===== src/rtl/icache_pkg.sv =====
// Shared definitions for the direct-mapped instruction cache.
// Holds the default geometry, the derived address-field widths, the refill
// FSM state type and the reset vector shared with the program counter.
package icache_pkg;

  localparam int DATA_W      = 32;
  localparam int ADDR_W      = 32;
  localparam int LINE_WORDS  = 4;
  localparam int NUM_LINES   = 16;

  // Address split: | tag | index | offset | byte(2) |
  localparam int OFFSET_BITS = $clog2(LINE_WORDS);
  localparam int INDEX_BITS  = $clog2(NUM_LINES);
  localparam int TAG_BITS    = ADDR_W - OFFSET_BITS - INDEX_BITS - 2;

  typedef enum logic {
    IDLE   = 1'b0,
    REFILL = 1'b1
  } icache_state_t;

  // First fetch address after reset; the PC starts here.
  localparam logic [31:0] RESET_PC = 32'd16;

endpackage


===== src/rtl/icache_fetch_r32i_refill_ctrl.sv =====
// Refill controller for the instruction cache.
// Owns the IDLE/REFILL FSM, the word counter, the latched line base, the
// deferred-flush flag and the memory request/address outputs.
//
// Ports:
//   clock, reset     : clock, asynchronous active-high reset
//   lookup_miss      : lookup result for the current fetch (meaningful in IDLE)
//   start_base       : line base of the current fetch (offset and byte bits zero)
//   flush            : one-cycle invalidate-all request
//   mem_ack          : one-cycle acknowledge per refill word
//   state            : current FSM state (also used as a debug view)
//   cnt              : word currently being refilled
//   fill_index       : cache index of the line being refilled
//   fill_tag         : tag of the line being refilled
//   mem_req/mem_addr : refill request and word address
//   fill_write       : write MemRdata into data[fill_index][cnt] this cycle
//   fill_last        : last word of the line arrives this cycle (write tag)
//   fill_validate    : set valid[fill_index] at this edge
//   clear_all        : clear every valid bit at this edge
//
// Memory handshake: mem_req is high for the whole refill; mem_addr only
// changes on a cycle where mem_ack is high, so it is stable while waiting.
// A word is transferred on every clock edge with mem_req && mem_ack, and
// mem_req drops the cycle after the last ack.
module icache_fetch_r32i_refill_ctrl
  import icache_pkg::*;
#(
  parameter int addrW     = 32,
  parameter int LineWords = 4,
  parameter int NumLines  = 16
) (
  input  logic                                 clock,
  input  logic                                 reset,
  input  logic                                 lookup_miss,
  input  logic [addrW-1:0]                     start_base,
  input  logic                                 flush,
  input  logic                                 mem_ack,
  output icache_state_t                        state,
  output logic [$clog2(LineWords)-1:0]         cnt,
  output logic [$clog2(NumLines)-1:0]          fill_index,
  output logic [addrW-$clog2(LineWords)-$clog2(NumLines)-3:0] fill_tag,
  output logic                                 mem_req,
  output logic [addrW-1:0]                     mem_addr,
  output logic                                 fill_write,
  output logic                                 fill_last,
  output logic                                 fill_validate,
  output logic                                 clear_all
);

  localparam int OFF_W = $clog2(LineWords);
  localparam int IDX_W = $clog2(NumLines);
  localparam int TAG_W = addrW - OFF_W - IDX_W - 2;
  localparam logic [OFF_W-1:0] LAST = OFF_W'(LineWords - 1);

  icache_state_t    state_q, state_d;
  logic [OFF_W-1:0] cnt_q, cnt_d;
  logic [addrW-1:0] base_q, base_d;
  logic             pending_q, pending_d;

  always_ff @(posedge clock or posedge reset) begin
    if (reset) begin
      state_q   <= IDLE;
      cnt_q     <= '0;
      base_q    <= '0;
      pending_q <= 1'b0;
    end else begin
      state_q   <= state_d;
      cnt_q     <= cnt_d;
      base_q    <= base_d;
      pending_q <= pending_d;
    end
  end

  always_comb begin
    state_d       = state_q;
    cnt_d         = cnt_q;
    base_d        = base_q;
    pending_d     = pending_q;
    mem_req       = 1'b0;
    mem_addr      = '0;
    fill_write    = 1'b0;
    fill_last     = 1'b0;
    fill_validate = 1'b0;
    clear_all     = 1'b0;
    case (state_q)
      IDLE: begin
        // A flush here takes effect at this edge, so a refill started in the
        // same cycle lands after it and is allowed to validate its line.
        if (flush) clear_all = 1'b1;
        if (lookup_miss) begin
          state_d = REFILL;
          base_d  = start_base;
          cnt_d   = '0;
        end
      end
      REFILL: begin
        mem_req  = 1'b1;
        mem_addr = base_q + addrW'({cnt_q, 2'b00});
        if (flush) pending_d = 1'b1;
        if (mem_ack) begin
          fill_write = 1'b1;
          cnt_d      = cnt_q + 1'b1;
          if (cnt_q == LAST) begin
            fill_last = 1'b1;
            state_d   = IDLE;
            cnt_d     = '0;
            pending_d = 1'b0;
            // A flush seen during the refill (including this last cycle)
            // discards the new line along with everything else.
            if (pending_q || flush) clear_all = 1'b1;
            else                    fill_validate = 1'b1;
          end
        end
      end
      default: state_d = IDLE;
    endcase
  end

  assign state      = state_q;
  assign cnt        = cnt_q;
  assign fill_index = base_q[OFF_W+2 +: IDX_W];
  assign fill_tag   = base_q[addrW-1 -: TAG_W];

endmodule


===== src/rtl/icache_fetch_r32i.sv =====
// Direct-mapped, read-only instruction cache answering PC fetches.
// A hit returns the word combinationally in the same cycle; a miss raises
// InsCacheStall at once and refills the whole line from backing memory.
//
// Ports:
//   clock, reset    : clock, asynchronous active-high reset
//   ProgAddr        : fetch address (bits [1:0] ignored)
//   Flush           : one-cycle pulse, invalidate all lines (fence.i)
//   Instruction     : fetched word, valid when InsCacheStall = 0 (else 0)
//   InsCacheStall   : high while the instruction is not available
//   MemReq/MemAddr  : refill word request and word-aligned address
//   MemRdata/MemAck : refill data, valid on the one-cycle acknowledge
module icache_fetch_r32i
  import icache_pkg::*;
#(
  parameter int dataW     = DATA_W,
  parameter int addrW     = ADDR_W,
  parameter int LineWords = LINE_WORDS,
  parameter int NumLines  = NUM_LINES
) (
  input  logic             clock,
  input  logic             reset,
  input  logic [addrW-1:0] ProgAddr,
  input  logic             Flush,
  output logic [dataW-1:0] Instruction,
  output logic             InsCacheStall,
  output logic             MemReq,
  output logic [addrW-1:0] MemAddr,
  input  logic [dataW-1:0] MemRdata,
  input  logic             MemAck
);

  localparam int OFF_W = $clog2(LineWords);
  localparam int IDX_W = $clog2(NumLines);
  localparam int TAG_W = addrW - OFF_W - IDX_W - 2;

  logic [OFF_W-1:0] offset;
  logic [IDX_W-1:0] index;
  logic [TAG_W-1:0] tag;
  logic [1:0]       unused_byte_bits;

  assign offset           = ProgAddr[OFF_W+1:2];
  assign index            = ProgAddr[OFF_W+2 +: IDX_W];
  assign tag              = ProgAddr[addrW-1 -: TAG_W];
  assign unused_byte_bits = ProgAddr[1:0];

  // Only valid is reset; tag and data are qualified by it.
  logic [NumLines-1:0] valid_q;
  logic [TAG_W-1:0]    tag_q  [NumLines];
  logic [dataW-1:0]    data_q [NumLines][LineWords];

  icache_state_t    state;
  logic [OFF_W-1:0] cnt;
  logic [IDX_W-1:0] fill_index;
  logic [TAG_W-1:0] fill_tag;
  logic             fill_write, fill_last, fill_validate, clear_all;
  logic             line_match, hit;

  assign line_match    = valid_q[index] && (tag_q[index] == tag);
  assign hit           = (state == IDLE) && line_match;
  assign InsCacheStall = !hit;
  assign Instruction   = hit ? data_q[index][offset] : '0;

  icache_fetch_r32i_refill_ctrl #(
    .addrW     (addrW),
    .LineWords (LineWords),
    .NumLines  (NumLines)
  ) u_refill_ctrl (
    .clock         (clock),
    .reset         (reset),
    .lookup_miss   (!line_match),
    .start_base    ({ProgAddr[addrW-1:OFF_W+2], {(OFF_W+2){1'b0}}}),
    .flush         (Flush),
    .mem_ack       (MemAck),
    .state         (state),
    .cnt           (cnt),
    .fill_index    (fill_index),
    .fill_tag      (fill_tag),
    .mem_req       (MemReq),
    .mem_addr      (MemAddr),
    .fill_write    (fill_write),
    .fill_last     (fill_last),
    .fill_validate (fill_validate),
    .clear_all     (clear_all)
  );

  always_ff @(posedge clock or posedge reset) begin
    if (reset)              valid_q <= '0;
    else if (clear_all)     valid_q <= '0;
    else if (fill_validate) valid_q[fill_index] <= 1'b1;
  end

  always_ff @(posedge clock) begin
    if (fill_write) data_q[fill_index][cnt] <= MemRdata;
    if (fill_last)  tag_q[fill_index]       <= fill_tag;
  end

endmodule


===== config.mk =====
export PLATFORM = sky130hd
export DESIGN_NAME = icache_fetch_r32i
export DESIGN_NICKNAME = d
export VERILOG_FILES = /design/src/rtl/icache_pkg.sv /design/src/rtl/icache_fetch_r32i_refill_ctrl.sv /design/src/rtl/icache_fetch_r32i.sv
export SDC_FILE = /design/constraint.sdc
export NUM_CORES = 2
export LEC_CHECK = 0
export BUFFER_PORTS_ARGS = -buffer_cell sky130_fd_sc_hd__buf_2
export CORE_UTILIZATION = 50
export CTS_BUF_LIST = sky130_fd_sc_hd__clkbuf_4 sky130_fd_sc_hd__clkbuf_8 sky130_fd_sc_hd__clkbuf_16
export DETAILED_ROUTE_END_ITERATION = 10
export HOLD_SLACK_MARGIN = 0.05
export PLACE_DENSITY = 0.74
export SYNTH_ARGS = -nofsm -noshare
export SYNTH_HDL_FRONTEND = slang
export SYNTH_SLANG_ARGS = --single-unit

===== constraint.sdc =====
create_clock -name clock -period 8.52 [get_ports clock]
set_input_delay 1.278 -clock clock [delete_from_list [all_inputs] [get_ports clock]]
set_output_delay 1.278 -clock clock [all_outputs]
set_load 0.005 [all_outputs]

# --- Yosys cells after proc, flatten, opt, wreduce, memory -nomap -nowiden ---
# Memory sizes are Yosys's and may differ from the RTL's.
# Cells that the tools add are included.
totals:
  in_bits: 68
  out_inout_bits: 66
  ram_bits: 2432
  mem_count: 2
  word_cells: 76
  register_bits: 48
classes:
  n_reduce_logical: 9
  eq_ne: 4
  magnitude_cmp: 6
  n_bitwise: 5
  addsub: 2
  mux: 43
memory_table:
  columns: ["name", "depth", "width", "read_ports", "rd_clocked_by_memory_dff", "wr", "line_no", "rtl"]
  rows:
  - ["data_q", 16, 128, 1, 0, 1, "icache_fetch_r32i.sv:50", "logic [dataW-1:0] data_q [NumLines][LineWords];"]
  - ["tag_q", 16, 24, 1, 0, 1, "icache_fetch_r32i.sv:49", "logic [TAG_W-1:0] tag_q [NumLines];"]
ops:
  columns: ["cell", "count"]
  rows:
  - ["32-bit two-way mux", 5]
  - ["128-bit two-way mux", 1]
  - ["32-bit binary-select mux with 2-bit select", 1]
  - ["32-bit demux with 2-bit select", 1]
  - ["32-bit by 4-bit adder with 32-bit output", 1]
  - ["16-bit two-way mux", 2]
  - ["1-bit two-way mux", 25]
  - ["24-bit equality test", 1]
  - ["16-bit bitwise OR", 1]
  - ["4-bit by 5-bit < comparator with 1-bit output (second input constant)", 2]
  - ["3-bit greater-or-equal comparator (second input constant)", 2]
  - ["2-bit two-way mux", 3]
  - ["2-bit inverter with 3-bit output", 2]
  - ["1-bit binary-select mux with 4-bit select", 1]
  - ["1-bit demux with 4-bit select", 1]
  - ["4-bit by 1-bit greater-or-equal comparator with 1-bit output (second input constant)", 1]
  - ["1-bit logical AND", 4]
  - ["2-bit != test (second input constant)", 2]
  - ["1-bit one-hot mux with 2 select lines", 2]
  - ["2-bit one-hot mux with 2 select lines", 1]
  - ["2-bit AND reduction", 2]
  - ["3-bit by 1-bit < comparator with 1-bit output (second input constant)", 1]
  - ["2-bit by 1-bit adder with 2-bit output (second input constant)", 1]
  - ["2-bit equality test (second input constant)", 1]
  - ["4 further kinds", 5]

# --- Depth between registers and ports, before layout ---
depth:
  depth_word: 7
  depth_mapped: 13
  ltp_nobuf: 8

# --- Hierarchy ---
# From an unflattened synthesis, not the netlist that was laid out.
hier_totals:
  cells_unflattened: 4727
  area_unflattened_um2: 97763.8
by_module_without_submodules:
  columns: ["mod", "cells_each", "area_per_inst_um2", "seq_area_each_um2", "instances"]
  rows:
  - ["icache_fetch_r32i", 4477, 95308.9, 73430.4, 1]
  - ["icache_fetch_r32i_refill_ctrl", 250, 2454.9, 900.9, 1]

# --- Least setup slack after synthesis ---
# Ideal clock, no wire load.
synth_timing:
  path_kind: "input to output"
  startpoint: "in ProgAddr[4]"
  endpoint: "out Instruction[0]"
  arrival_ns: 4.164
  path_stages: 9
  path_buffers: 5
  required_ns: 7.242
  slack_ns: 3.078
  cell_sequence: "buf_6 buf_6 buf_4 clkbuf_1 clkbuf_1 mux4_2 mux4_2 mux4_2 nor3b_1"
synth_between:
  elab_chain_cells: 5
  elab_cells_between_ends: 11
  cone_classes: "eq/ne (1); mux (6); reduce/logical (2); memory (2)"
synth_rtl:
  columns: ["item", "line_no", "rtl"]
  rows:
  - ["start: declaration", "icache_fetch_r32i.sv:23", "input logic [addrW-1:0] ProgAddr,"]
  - ["memory read 16 x 24 bit, or another cell as far along", null, null]
  - ["24-bit equality test, or another cell as far along", "icache_fetch_r32i.sv:59", "assign line_match = valid_q[index] && (tag_q[index] == tag);"]
  - ["1-bit logical AND or 32-bit two-way mux (tied branches)", "icache_fetch_r32i.sv:59, icache_fetch_r32i.sv:62", null]
  - ["1-bit logical AND or 32-bit two-way mux (tied branches)", "icache_fetch_r32i.sv:60, icache_fetch_r32i.sv:62", null]
  - ["32-bit two-way mux *", "icache_fetch_r32i.sv:62", "assign Instruction = hit ? data_q[index][offset] : '0;"]
  - ["end: declaration", "icache_fetch_r32i.sv:25", "output logic [dataW-1:0] Instruction,"]
# Mark *: on every way between the ends. The rest lies on a longest branch, timed or not. The select of a mux whose other input is x is not followed.

# --- Worst setup path after layout ---
layout_timing:
  startpoint: "in ProgAddr[5]"
  endpoint: "out Instruction[7]"
# The elaborated chain is that of the path after synthesis.

==> results_dict.tcl <==
set metrics [dict create \
    status "finished, final reports clean" \
    synth_cells 3959 \
    critical_path_class "primary input to primary output" \
    netlist_area_um2 95650 \
    cts_max_level 4 \
    worstSetupEndpointType "primary output" \
    die_x_um 439.4 \
    ys_ff_latch 2480 \
    setup_tns_ns 0 \
    grt_use_total_pct 24.13 \
    ff_latch_area_um2 74230 \
    ys_warn_count 0 \
    grt_start_max_net_pins 131 \
    rsz0062_at_grt "no" \
    io_pins 134 \
    layout-area-overhead-vs-synth_pct 12.55 \
    setup_viol 0 \
    finalCritPeriodShare_pct 81.73 \
    post-route-drc-count 0 \
    fmax_mhz 143.6 \
    critPathArrivalTime_ns 5.69 \
    multi_input_area_um2 20980 \
    required_ns 7.24 \
    worstSetupStartpointType "primary input" \
    core_um2 190200 \
    maxSlewViolCount 0 \
    std_cell_rows 160 \
    worstMarginPinSlew_ns 1.240 \
    io_buffers 129 \
    place_hpwl_um 119700 \
    hold_class "flip-flop to flip-flop" \
    place_ws_ns 1.599 \
    cts_buffers 229 \
    async_flop_share_pct 1.935 \
    initial_core_util_pct 50.29 \
    mostFrequentLayoutCells "edfxtp_1 (2432), mux4_2 (738), clkbuf_16 (232)" \
    post_synth_num_cell_types 59 \
    postCtsResizedCells 0 \
    die_area_um2 193100 \
    synth_edf_count 2432 \
    clock_latency_ns 0.87 \
    fp.dieH_um 439.4 \
    tritoncts "built" \
    drive_above_1_share_pct 33.60 \
    antenna_found_initial 44 \
    cp_max_fo 74 \
    ant_nets 0 \
    finalCriticalPeriod_ns 6.964 \
    fin_worst_skew_ns 0.05390 \
    grt_overflow 0 \
    cts-root-buf "clkbuf_16" \
    wl_per_cell_um 33.55 \
    first_pass_iters 6 \
    holdBufCountCts 0 \
    postCtsSetupRepairBufs 0 \
    ir_drop_mv 0.2127 \
    drt_iter0_drc 5630 \
    viasPerCell 6.429 \
    layout_commonest_cell "edfxtp_1" \
    cts.sinks 2480 \
    fin_util_pct 56.61 \
    slew_headroom_pct 17.11 \
    power.total_mw 27.22 \
    wl_um 232400 \
    p_per_area_nw_per_um2 252.8 \
    vias 44540 \
    ys_seq_area_share_pct 77.61 \
    nFillCells 13180 \
    gp_congestion 0.8149 \
    finalWorstSetupSlack_ns 1.556 \
    p_leak_nw 33.57 \
    hold_violations 0 \
    synth_flop_cell "edfxtp_1" \
    cts_max_path_buffers 3 \
    synth.avg_cell_area_um2 24.16 \
    grt_first_pass_wirelength_um 328400 \
    grt_pass1_vias 45090 \
    path_clk_slew_ns 0.06 \
    fin_nets 4270 \
    cap_violations 0 \
]
## registers in the layout, indices dropped and copies added (netlist names)
register	cells
data_q	2048
tag_q	384
u_refill_ctrl.base_q	28
u_refill_ctrl.cnt	2
u_refill_ctrl.pending_q	1
u_refill_ctrl.state	1
valid_q	16
## per-layer routing
layer / up-vias / global-route usage, % / wire, µm
met5: - / 0 / 52
met1: 23830 / 32.23 / 83690
met4: 8 / 7.744 / 7233
met3: 395 / 5.883 / 24680
met2: 2764 / 39.29 / 116700
li1: 17540 / - / -
## synth_stat cells, types with 20 or more instances
library cell / count / area [µm²]
clkbuf_1: 76 / 285.3
dfrtp_1: 48 / 1201
mux4_2: 738 / 16620
nand2_1: 27 / 101.4
nor3b_1: 33 / 247.7
mux2i_1: 80 / 800.8
mux2_4: 20 / 300.3
and2_1: 33 / 206.5
nor2_1: 112 / 420.4
buf_2: 107 / 535.5
mux2_2: 22 / 247.7
edfxtp_1: 2432 / 73030
## power by group
| group | switching (mW) | internal, mW | total (mW) |
|---|---|---|---|
| registers | 0.425 | 14.1 | 14.6 |
| logic | 1.40 | 0.805 | 2.21 |
| clock network | 4.47 | 5.97 | 10.4 |
## cell families after synthesis
family | Yosys count | share of synthesized area [%]
AOI/OAI and AO/OA | 104 | 0.8071
xor gates and xnor gates | 26 | 0.2381
adders and majority gates | 4 | 0.05233
buffers and inverters | 225 | 1.125
DFF | 2480 | 77.61
muxes | 861 | 18.80
other | 1 | 0.003921
and+or+nand+nor | 258 | 1.368
## metrics by stage
step,cells,instance area [µm²],hold WS [ns]
final,6927,107700,0.5068
after global routing,6924,107700,0.5250
after CTS,6910,107600,0.4981
after detailed placement,6478,99900,0.4848
after global placement,6478,99900,0.4728
after floorplan,3960,95650,0.4573
## path summary, 6_finish.rpt
path / from / to / slack [ns] / depth (start not counted)
worst max-delay path: ProgAddr[5] / Instruction[7] / 1.56 / 10
min in group asynchronous: reset / u_refill_ctrl.base_q[8] / 0.62 / 3
max in group asynchronous: reset / u_refill_ctrl.state / 7.19 / 3
worst min register to register: valid_q[8] / valid_q[8] / 0.51 / 2
worst min-delay path: valid_q[8] / valid_q[8] / 0.51 / 2
worst max register to register: u_refill_ctrl.state / tag_q[9][19] / 4.45 / 2
## area by class of cell
class | count | area share (%)
inverters | 7 | 0.02441
clock inverters | 145 | 1.353
well taps | 2511 | 2.918
flip-flops and latches | 2480 | 68.95
diodes | 17 | 0.03951
clock buffers | 287 | 5.811
repair buffers | 225 | 1.412
multi-input cells | 1255 | 19.49
## worst max-delay path, cell delays in order
cell and delay [ns]:
buf_8 0.54, buf_4 0.91, mux4_2 0.39, mux4_2 0.32, o2111ai_1 0.15, nor4b_2 0.44, nand4_1 0.32, buf_4 0.36
nor3b_1 0.63, buf_2 0.23
Power figures use the tool's default switching activity.
